[config.mk]
export PLATFORM = sky130hd
export DESIGN_NAME = ads127l01_acq_ctrl
export DESIGN_NICKNAME = d
export VERILOG_FILES = /design/src/rtl/lpdaq_pkg.sv /design/src/rtl/ads127l01_frame_rx.sv /design/src/rtl/ads127l01_acq_ctrl.sv
export SDC_FILE = /design/constraint.sdc
export NUM_CORES = 1
export LEC_CHECK = 0
export ABC_CLOCK_PERIOD_IN_PS = 2730
export CAP_MARGIN = 20
export CORE_ASPECT_RATIO = 0.6
export CORE_MARGIN = 1.5
export CORE_UTILIZATION = 49
export CTS_CLUSTER_SIZE = 28
export DETAILED_ROUTE_END_ITERATION = 8
export MAX_ROUTING_LAYER = met4
export PLACE_DENSITY = 0.75
export SETUP_SLACK_MARGIN = 0.02
export SKIP_LAST_GASP = 1
export SYNTH_ARGS = -nofsm -noshare
export SYNTH_HDL_FRONTEND = slang
export SYNTH_SLANG_ARGS = --single-unit
[constraint.sdc]
create_clock -name aclk -period 2.73 [get_ports aclk]
set_clock_uncertainty 0.05 [all_clocks]
set_input_delay 0.4095 -clock aclk [delete_from_list [all_inputs] [get_ports aclk]]
set_output_delay 0.4095 -clock aclk [all_outputs]
set_load 0.01 [all_outputs]
[src/rtl/lpdaq_pkg.sv]
// Shared types and helpers for the low-power DAQ acquisition path.
// Holds the acquisition FSM encoding and the register-width sign extension.
package lpdaq_pkg;

    typedef enum logic [1:0] {
        IDLE   = 2'd0,
        RST    = 2'd1,
        SETTLE = 2'd2,
        RUN    = 2'd3
    } acq_state_e;

    localparam int ADS_DATA_W = 24;
    localparam int REG_W      = 32;

    // Replicates bit w-1 of v into all bits above it.
    function automatic logic [REG_W-1:0] sign_extend(input logic [REG_W-1:0] v, input int w);
        logic signed [REG_W-1:0] t;
        t = $signed(v << (REG_W - w));
        return t >>> (REG_W - w);
    endfunction

endpackage

[src/rtl/ads127l01_frame_rx.sv]
// ADS127L01 frame-sync receiver: synchronises sck/dout/fsync, detects rising edges,
// shifts DATA_W bits MSB first after each fsync and flags frames cut short by a new fsync.
module ads127l01_frame_rx
    import lpdaq_pkg::*;
#(
    parameter int DATA_W      = ADS_DATA_W,
    parameter int SYNC_STAGES = 2
) (
    input  logic              aclk,
    input  logic              aresetn,
    input  logic              capture_en,
    input  logic              sck,
    input  logic              dout,
    input  logic              fsync,
    output logic              frame_valid,
    output logic [DATA_W-1:0] frame_data,
    output logic              frame_trunc,
    output logic              fsync_rise
);

    localparam int BITCNT_W = $clog2(DATA_W + 1);

    // Bit order in each stage: {fsync, dout, sck}
    logic [2:0]          sync_reg [SYNC_STAGES];
    logic [2:0]          prev_reg;
    logic [2:0]          sync_q;
    logic [2:0]          rise;
    logic [DATA_W-1:0]   shift_reg;
    logic [BITCNT_W-1:0] bitcnt_reg;
    logic                armed_reg;
    logic                sck_rise;
    logic                dout_s;
    logic                last_bit;

    always_ff @(posedge aclk or negedge aresetn) begin
        if (!aresetn) begin
            for (int i = 0; i < SYNC_STAGES; i++) begin
                sync_reg[i] <= '0;
            end
            prev_reg <= '0;
        end else begin
            sync_reg[0] <= {fsync, dout, sck};
            for (int i = 1; i < SYNC_STAGES; i++) begin
                sync_reg[i] <= sync_reg[i-1];
            end
            prev_reg <= sync_reg[SYNC_STAGES-1];
        end
    end

    assign sync_q     = sync_reg[SYNC_STAGES-1];
    assign rise       = sync_q & ~prev_reg;
    assign sck_rise   = rise[0];
    assign dout_s     = sync_q[1];
    assign fsync_rise = rise[2];
    assign last_bit   = (bitcnt_reg == BITCNT_W'(DATA_W - 1));

    // The completing bit is taken straight from the synchroniser so the frame is
    // available in the same cycle its last sck edge is seen.
    assign frame_data  = {shift_reg[DATA_W-2:0], dout_s};
    assign frame_valid = capture_en && armed_reg && !fsync_rise && sck_rise && last_bit;
    assign frame_trunc = capture_en && fsync_rise && (bitcnt_reg != '0);

    always_ff @(posedge aclk or negedge aresetn) begin
        if (!aresetn) begin
            shift_reg  <= '0;
            bitcnt_reg <= '0;
            armed_reg  <= 1'b0;
        end else if (!capture_en) begin
            bitcnt_reg <= '0;
            armed_reg  <= 1'b0;
        end else if (fsync_rise) begin
            bitcnt_reg <= '0;
            armed_reg  <= 1'b1;
        end else if (armed_reg && sck_rise) begin
            shift_reg <= {shift_reg[DATA_W-2:0], dout_s};
            if (last_bit) begin
                bitcnt_reg <= '0;
                armed_reg  <= 1'b0;
            end else begin
                bitcnt_reg <= bitcnt_reg + 1'b1;
            end
        end
    end

endmodule

[src/rtl/ads127l01_acq_ctrl.sv]
// ADS127L01 bring-up sequencer and sample publisher for the DATA/STATUS register pair.
// Define ACQ_AVG_EN to publish the floor-average of every 2**AVG_LOG2 frames instead of each frame.
module ads127l01_acq_ctrl
    import lpdaq_pkg::*;
#(
    parameter int DATA_W        = ADS_DATA_W,
    parameter int SYNC_STAGES   = 2,
    parameter int RST_CYCLES    = 64,
    parameter int SETTLE_CYCLES = 1024,
    parameter int FSYNC_TIMEOUT = 65536,
    parameter int AVG_LOG2      = 2
) (
    input  logic        aclk,
    input  logic        aresetn,
    input  logic        enable,
    output logic        adc_reset_n,
    output logic        adc_start,
    input  logic        sck,
    input  logic        dout,
    input  logic        fsync,
    output logic [31:0] data_out,
    output logic        data_ready,
    input  logic        data_ack,
    input  logic        clr_flags,
    output logic        overrun,
    output logic        frame_err,
    output logic        timeout,
    output logic [1:0]  state_o
);

    localparam int CNT_MAX_A = (RST_CYCLES > SETTLE_CYCLES) ? RST_CYCLES : SETTLE_CYCLES;
    localparam int CNT_MAX   = (CNT_MAX_A > FSYNC_TIMEOUT) ? CNT_MAX_A : FSYNC_TIMEOUT;
    localparam int CNT_W     = $clog2(CNT_MAX + 1);

    acq_state_e        state_reg, state_next;
    logic [CNT_W-1:0]  cnt_reg, cnt_next;
    logic              timeout_evt;
    logic              capture_en;
    logic              frame_valid;
    logic [DATA_W-1:0] frame_data;
    logic              frame_trunc;
    logic              fsync_rise;
    logic              publish;
    logic [DATA_W-1:0] sample;

    // Capture stops in the same cycle enable drops so a frame ending then is not published.
    assign capture_en = (state_reg == RUN) && enable;

    ads127l01_frame_rx #(
        .DATA_W      (DATA_W),
        .SYNC_STAGES (SYNC_STAGES)
    ) u_frame_rx (
        .aclk        (aclk),
        .aresetn     (aresetn),
        .capture_en  (capture_en),
        .sck         (sck),
        .dout        (dout),
        .fsync       (fsync),
        .frame_valid (frame_valid),
        .frame_data  (frame_data),
        .frame_trunc (frame_trunc),
        .fsync_rise  (fsync_rise)
    );

    always_ff @(posedge aclk or negedge aresetn) begin
        if (!aresetn) begin
            state_reg   <= IDLE;
            cnt_reg     <= '0;
            adc_reset_n <= 1'b0;
            adc_start   <= 1'b0;
        end else begin
            state_reg   <= state_next;
            cnt_reg     <= cnt_next;
            adc_reset_n <= (state_next == SETTLE) || (state_next == RUN);
            adc_start   <= (state_next == RUN);
        end
    end

    always_comb begin
        state_next  = state_reg;
        cnt_next    = cnt_reg;
        timeout_evt = 1'b0;
        if (!enable) begin
            state_next = IDLE;
            cnt_next   = '0;
        end else begin
            case (state_reg)
                IDLE: begin
                    state_next = RST;
                    cnt_next   = CNT_W'(RST_CYCLES - 1);
                end
                RST: begin
                    if (cnt_reg == '0) begin
                        state_next = SETTLE;
                        cnt_next   = CNT_W'(SETTLE_CYCLES - 1);
                    end else begin
                        cnt_next = cnt_reg - 1'b1;
                    end
                end
                SETTLE: begin
                    if (cnt_reg == '0) begin
                        state_next = RUN;
                        cnt_next   = CNT_W'(FSYNC_TIMEOUT - 1);
                    end else begin
                        cnt_next = cnt_reg - 1'b1;
                    end
                end
                RUN: begin
                    if (fsync_rise) begin
                        cnt_next = CNT_W'(FSYNC_TIMEOUT - 1);
                    end else if (cnt_reg == '0) begin
                        timeout_evt = 1'b1;
                        state_next  = RST;
                        cnt_next    = CNT_W'(RST_CYCLES - 1);
                    end else begin
                        cnt_next = cnt_reg - 1'b1;
                    end
                end
                default: begin
                    state_next = IDLE;
                    cnt_next   = '0;
                end
            endcase
        end
    end

`ifdef ACQ_AVG_EN
    localparam int ACC_W = DATA_W + AVG_LOG2;

    logic signed [ACC_W-1:0] acc_reg;
    logic signed [ACC_W-1:0] acc_sum;
    logic [AVG_LOG2-1:0]     fcnt_reg;

    assign acc_sum = acc_reg + $signed({{AVG_LOG2{frame_data[DATA_W-1]}}, frame_data});
    assign publish = frame_valid && (fcnt_reg == '1);
    // Dropping the low AVG_LOG2 bits of a two's-complement sum is a floor divide.
    assign sample  = acc_sum[ACC_W-1:AVG_LOG2];

    always_ff @(posedge aclk or negedge aresetn) begin
        if (!aresetn) begin
            acc_reg  <= '0;
            fcnt_reg <= '0;
        end else if (!capture_en || publish) begin
            acc_reg  <= '0;
            fcnt_reg <= '0;
        end else if (frame_valid) begin
            acc_reg  <= acc_sum;
            fcnt_reg <= fcnt_reg + 1'b1;
        end
    end
`else
    assign publish = frame_valid;
    assign sample  = frame_data;
`endif

    always_ff @(posedge aclk or negedge aresetn) begin
        if (!aresetn) begin
            data_out   <= '0;
            data_ready <= 1'b0;
            overrun    <= 1'b0;
            frame_err  <= 1'b0;
            timeout    <= 1'b0;
        end else begin
            if (publish) begin
                data_out   <= sign_extend(REG_W'(sample), DATA_W);
                data_ready <= 1'b1;
            end else if (data_ack) begin
                data_ready <= 1'b0;
            end

            if (publish && data_ready && !data_ack) begin
                overrun <= 1'b1;
            end else if (clr_flags) begin
                overrun <= 1'b0;
            end

            if (frame_trunc) begin
                frame_err <= 1'b1;
            end else if (clr_flags) begin
                frame_err <= 1'b0;
            end

            if (timeout_evt) begin
                timeout <= 1'b1;
            end else if (clr_flags) begin
                timeout <= 1'b0;
            end
        end
    end

    assign state_o = state_reg;

endmodule

### After elaboration in Yosys (flattened, before gate mapping)

Cells that the tools add are included.
W data, S select, Z words.

* flip-flop bits (word level): 87
* input port bits: 8
* output and inout port bits: 40
* logic and storage cells: 80

* add/sub/neg operators: 2
* eq/ne operators: 8
* multiplexer cells: 30
* bitwise logic cells: 3
* reductions and logical operators: 22

Operator list (number)
* $mux W17: 5
* $pmux W17 S4: 1
* $mux W5: 4
* $logic_not A17 Y1: 1
* $sub A17 B1 Y17 const B: 1
* $mux W1: 14
* $logic_and A1 B1 Y1: 10
* $mux W2: 5
* $eq A2 B2 Y1 const B: 4
* $pmux W2 S4: 1
* $reduce_bool A2 Y1: 4
* $ne A3 B3 Y1 const B: 2
* $add A5 B1 Y5 const B: 1
* $eq A5 B5 Y1 const B: 1
* $reduce_bool A5 Y1: 1
* $and A3 B3 Y3: 1
* $not A3 Y3: 1
* $reduce_and A3 Y1: 1
* $eq A2 B1 Y1 const B: 1
* $logic_not A1 Y1: 2
* $logic_not A2 Y1: 1
* $reduce_and A2 Y1: 1
* $logic_or A1 B1 Y1: 1
* $not A1 Y1: 1

### Depth between registers and ports, before layout

* depth after elaboration: 9
* depth in mapped cells: 8
* gate-level depth less buffers: 7

### By module

From an unflattened synthesis, not the netlist that was laid out.

* cell total of the unflattened synthesis: 311
* area, all modules: 3913.8 um2

Modules (own cells, without submodules)
* ads127l01_acq_ctrl: times used 1, cells an instance 216, area an instance 2407.3 um2
* ads127l01_frame_rx: times used 1, cells an instance 95, area an instance 1506.4 um2

### Worst setup path before layout

No wires, ideal clock.

* path kind: flip-flop to flip-flop
* from: reg cnt_reg[9]
* to: reg cnt_reg[8]
* library setup time: 147 ps
* arrival time: 2392 ps
* slack: 140 ps
* stages on the path, launching flop included: 6
* path buffers: 0
* period minus slack after synthesis: 2590 ps
* path through: dfrtp_1 -> or4_4 -> or4_4 -> or4_4 -> o21ai_0 -> a31oi_1

* cells in the longest elaborated chain, start to end: 5

Ends and longest elaborated chain
* from (decl): line ads127l01_acq_ctrl.sv:36 `logic [CNT_W-1:0] cnt_reg, cnt_next;`
* from (signal assigned): line ads127l01_acq_ctrl.sv:73 `cnt_reg <= cnt_next;`
* $logic_not A17 Y1 *: line ads127l01_acq_ctrl.sv:93, ads127l01_acq_ctrl.sv:101, ads127l01_acq_ctrl.sv:111
* $mux W17: line ads127l01_acq_ctrl.sv:111 `end else if (cnt_reg == '0) begin`
* $mux W17: line ads127l01_acq_ctrl.sv:109 `if (fsync_rise) begin`
* $pmux W17 S4 *: line ads127l01_acq_ctrl.sv:87 `case (state_reg)`
* $mux W17 *: line ads127l01_acq_ctrl.sv:83 `if (!enable) begin`
* named net cnt_next[8]: line ads127l01_acq_ctrl.sv:36

The timed path passes the listed nets; every way through them passes the cells marked *.
A chain may end at the register's enable or synchronous reset.

### Worst setup path after layout

* from: reg cnt_reg[10]
* to: reg state_reg[0], in the netlist state_o[0]

* cells in the longest elaborated chain, start to end: 5

Ends and longest elaborated chain
* $logic_not A17 Y1 *: line ads127l01_acq_ctrl.sv:93, ads127l01_acq_ctrl.sv:101, ads127l01_acq_ctrl.sv:111
* $mux W2: line ads127l01_acq_ctrl.sv:111
* $mux W2: line ads127l01_acq_ctrl.sv:109
* $pmux W2 S4 *: line ads127l01_acq_ctrl.sv:87
* $mux W2 *: line ads127l01_acq_ctrl.sv:83
* named net state_next[0]: line ads127l01_acq_ctrl.sv:35 `acq_state_e state_reg, state_next;`
* to (signal assigned): line ads127l01_acq_ctrl.sv:72 `state_reg <= state_next;`
* to (decl): line ads127l01_acq_ctrl.sv:35

Marked as above.

==> results.json <==
{
  "wirelength_mm": 6.48,
  "cp.arrival_ns": 2.77,
  "path_max_fanout": 7,
  "die_x_um": 112,
  "drive_gt1_share_pct": 25.3,
  "syn_avg_cell_area_sq_um": 13.1,
  "place_inst": 396,
  "finalPower_w": 0.00272,
  "synth_seq_cells": 86,
  "cap_violations": 0,
  "yosysMostFrequentCell": "dfrtp_1",
  "max_slew_margin_pct": 43.9,
  "cts_root_buf": "clkbuf_16",
  "syn_nets": 280,
  "synthFlopType": "dfrtp_1",
  "numCtsBuffers": 9,
  "final_nets": 332,
  "fin_util_pct": 64.7,
  "cts.clk_slew.worst_paths_ns": 0.06,
  "reg2reg_depth": 5,
  "vias_per_cell": 5.40,
  "grt_pass1_vias": 2117,
  "diodes": 0,
  "hpwl_mm": 4.39,
  "fin_cells": 411,
  "finalHoldViolations": 0,
  "max_freq_mhz": 385,
  "r2r-end": "state_o[0]$_DFF_PN0_",
  "final_cell_area_sq_um": 4400,
  "clock-sinks": 86,
  "setup_viol": 0,
  "gr-total-overflow": 0,
  "areaGrowthSynthToFinish_pct": 25.1,
  "fin_crit_ns": 2.60,
  "dpl_cell_area_sq_um": 4090,
  "cp_common_cell": "or4_4",
  "grt_start_max_net_pins": 47,
  "setup-tns-final_ns": 0,
  "cts_buffer_depth": 2,
  "boundaryPins": 48,
  "rrSetupSlack_ns": 0.13,
  "postCtsHoldBufs": 0,
  "wl_per_cell_um": 15.8,
  "ant_nets": 0,
  "gp_congestion": 0.786,
  "crit_type": "reg -> reg",
  "critPathRequiredTime_ns": 2.90,
  "numPortBuffers": 47,
  "synth_area_leaders": "dfrtp_1, mux2_2, a21oi_1",
  "hold_path.class": "in -> async",
  "ir_drop_uv": 287,
  "yosys.area.top_type": "dfrtp_1",
  "ys_seq_area_share_pct": 61.2,
  "htree_levels": 3,
  "track_usage_pct": 19.9,
  "netlist_area_sq_um": 3510,
  "cts_resized": 0,
  "start_kind": "flip-flop",
  "synth_top_area_share_pct": 61.2,
  "yosysUniqueCellTypes": 35,
  "min_period_over_period_pct": 95.1,
  "grt_pass1_wl_mm": 11.0,
  "num_rows": 23,
  "ys_async_sr_fraction_pct": 100,
  "synth_edf_count": 0,
  "antenna_found_initial": 0,
  "r2r-start": "cnt_reg[10]$_DFF_PN0_",
  "ys_warn_count": 0,
  "cp_cell_sequence": "or4_4, or4_4, or4_4, buf_4, o311a_1",
  "slowest_delay_ns": 0.58,
  "die_y_um": 68.6,
  "tritoncts": "yes",
  "start_util_pct": 51.8,
  "rsz0062_at_grt": "no",
  "power_density_nw_per_um2": 619,
  "tightest_slew_ns": 0.834,
  "firstDrtPassIters": 7,
  "slowest_stage": "or4_4",
  "endpoint_kind": "flip-flop",
  "drc": 0,
  "largest_register_ffs": 24,
  "drtIter0Drc": 88,
  "cts_setup_buffers": 0,
  "slew_viol_final": 0,
  "coreArea_sq_um": 6790,
  "status": "complete, no violations",
  "vias": 2218,
  "p_leak_nw": 2.01,
  "worstSkewPairLatency_ns": 0.34,
  "synthTopCellsByCount": "dfrtp_1, mux2_2, a21oi_1, inv_1, nand2_1",
  "die-area_sq_um": 7710,
  "postSynthCellCount": 268
}
[kinds of logic (layout without fill, tap and decap cells)]
group	after synthesis	in the layout	share of synthesized area (%)
xor+xnor	14	14	3.49
mux	47	47	15.1
buf+inv	27	83	4.17
fa+ha+maj	4	4	1.42
simple gates	50	50	8.01
compound gates	40	40	6.62
flops	86	86	61.2
[final cells by class]
| class | instances | area (sq um) |
|---|---|---|
| sequential | 86 | 2150 |
| multi-input combinational | 155 | 1220 |
| clock buffer | 12 | 256 |
| timing repair buffer | 57 | 568 |
| inverter | 11 | 41.3 |
| fill | 525 | 2400 |
| clock inverter | 3 | 43.8 |
| tap | 87 | 109 |
[power breakdown]
part | total, W | leakage [nW] | internal, W | switching (W)
clock | 0.00122 | 0.149 | 0.000753 | 0.000469
sequential | 0.00133 | 1.17 | 0.00130 | 0.0000256
combinational | 0.000172 | 0.687 | 0.0000760 | 0.0000955
total | 0.00272 | 2.01 | 0.00213 | 0.000590
[cell usage in the layout, fill, tap and decap left out, types with 2 or more instances in the layout]
| cell | netlist | routed |
|---|---|---|
| nand2_1 | 11 | 11 |
| o22ai_1 | 2 | 2 |
| xor2_1 | 6 | 6 |
| clkbuf_8 | 0 | 2 |
| inv_1 | 11 | 11 |
| mux2_2 | 47 | 47 |
| o21ai_0 | 4 | 3 |
| or4_1 | 4 | 4 |
| nor3_1 | 5 | 4 |
| dfrtp_1 | 86 | 86 |
| o31ai_1 | 2 | 2 |
| nand2b_1 | 5 | 5 |
| or4_4 | 3 | 3 |
| a21oi_1 | 24 | 24 |
| nor2_1 | 9 | 8 |
| xnor2_1 | 8 | 8 |
| nand3_1 | 4 | 4 |
| ha_1 | 4 | 4 |
| clkbuf_16 | 0 | 9 |
| a31oi_1 | 2 | 2 |
| nor4_1 | 2 | 2 |
| clkdlybuf4s50_1 | 0 | 46 |
| buf_4 | 8 | 9 |
| buf_12 | 0 | 2 |
[critical path: cells and delay by family, from the launching register on]
kind            cells  cell delay, ns
buf+inv             1            0.18
simple gates        3            1.55
flops               1            0.41
compound gates      1            0.28
[stage by stage]
stage / worst slack [ns] / hold slack (ns)
after floorplan: 0.140 / 0.0639
after detailed placement: 0.0658 / 0.290
after CTS: 0.0488 / 0.0324
final: 0.132 / 0.0140
after global placement: 0.0955 / 0.282
after global routing: 0.0687 / 0.0653
[worst max-delay path by stage]
stage / from / endpoint / slack [ns] / cells after the start
finish: cnt_reg[10]$_DFF_PN0_ / state_o[0]$_DFF_PN0_ / 0.13 / 5
global route: cnt_reg[10]$_DFF_PN0_ / cnt_reg[8]$_DFF_PN0_ / 0.07 / 6
CTS: cnt_reg[10]$_DFF_PN0_ / cnt_reg[8]$_DFF_PN0_ / 0.05 / 6
detailed placement: cnt_reg[10]$_DFF_PN0_ / cnt_reg[8]$_DFF_PN0_ / 0.07 / 6
global placement: cnt_reg[10]$_DFF_PN0_ / cnt_reg[8]$_DFF_PN0_ / 0.1 / 6
floorplan: cnt_reg[9]$_DFF_PN0_ / cnt_reg[8]$_DFF_PN0_ / 0.14 / 5
[per-layer routing]
metal | track usage (%) | up-vias | wire, um
li1 | - | 1048 | -
met5 | - | - | 0
met4 | 7.44 | 0 | 94
met2 | 26.8 | 58 | 2710
met3 | 8.04 | 10 | 428
met1 | 27.0 | 1102 | 3250
Power figures use the tool's default switching activity.
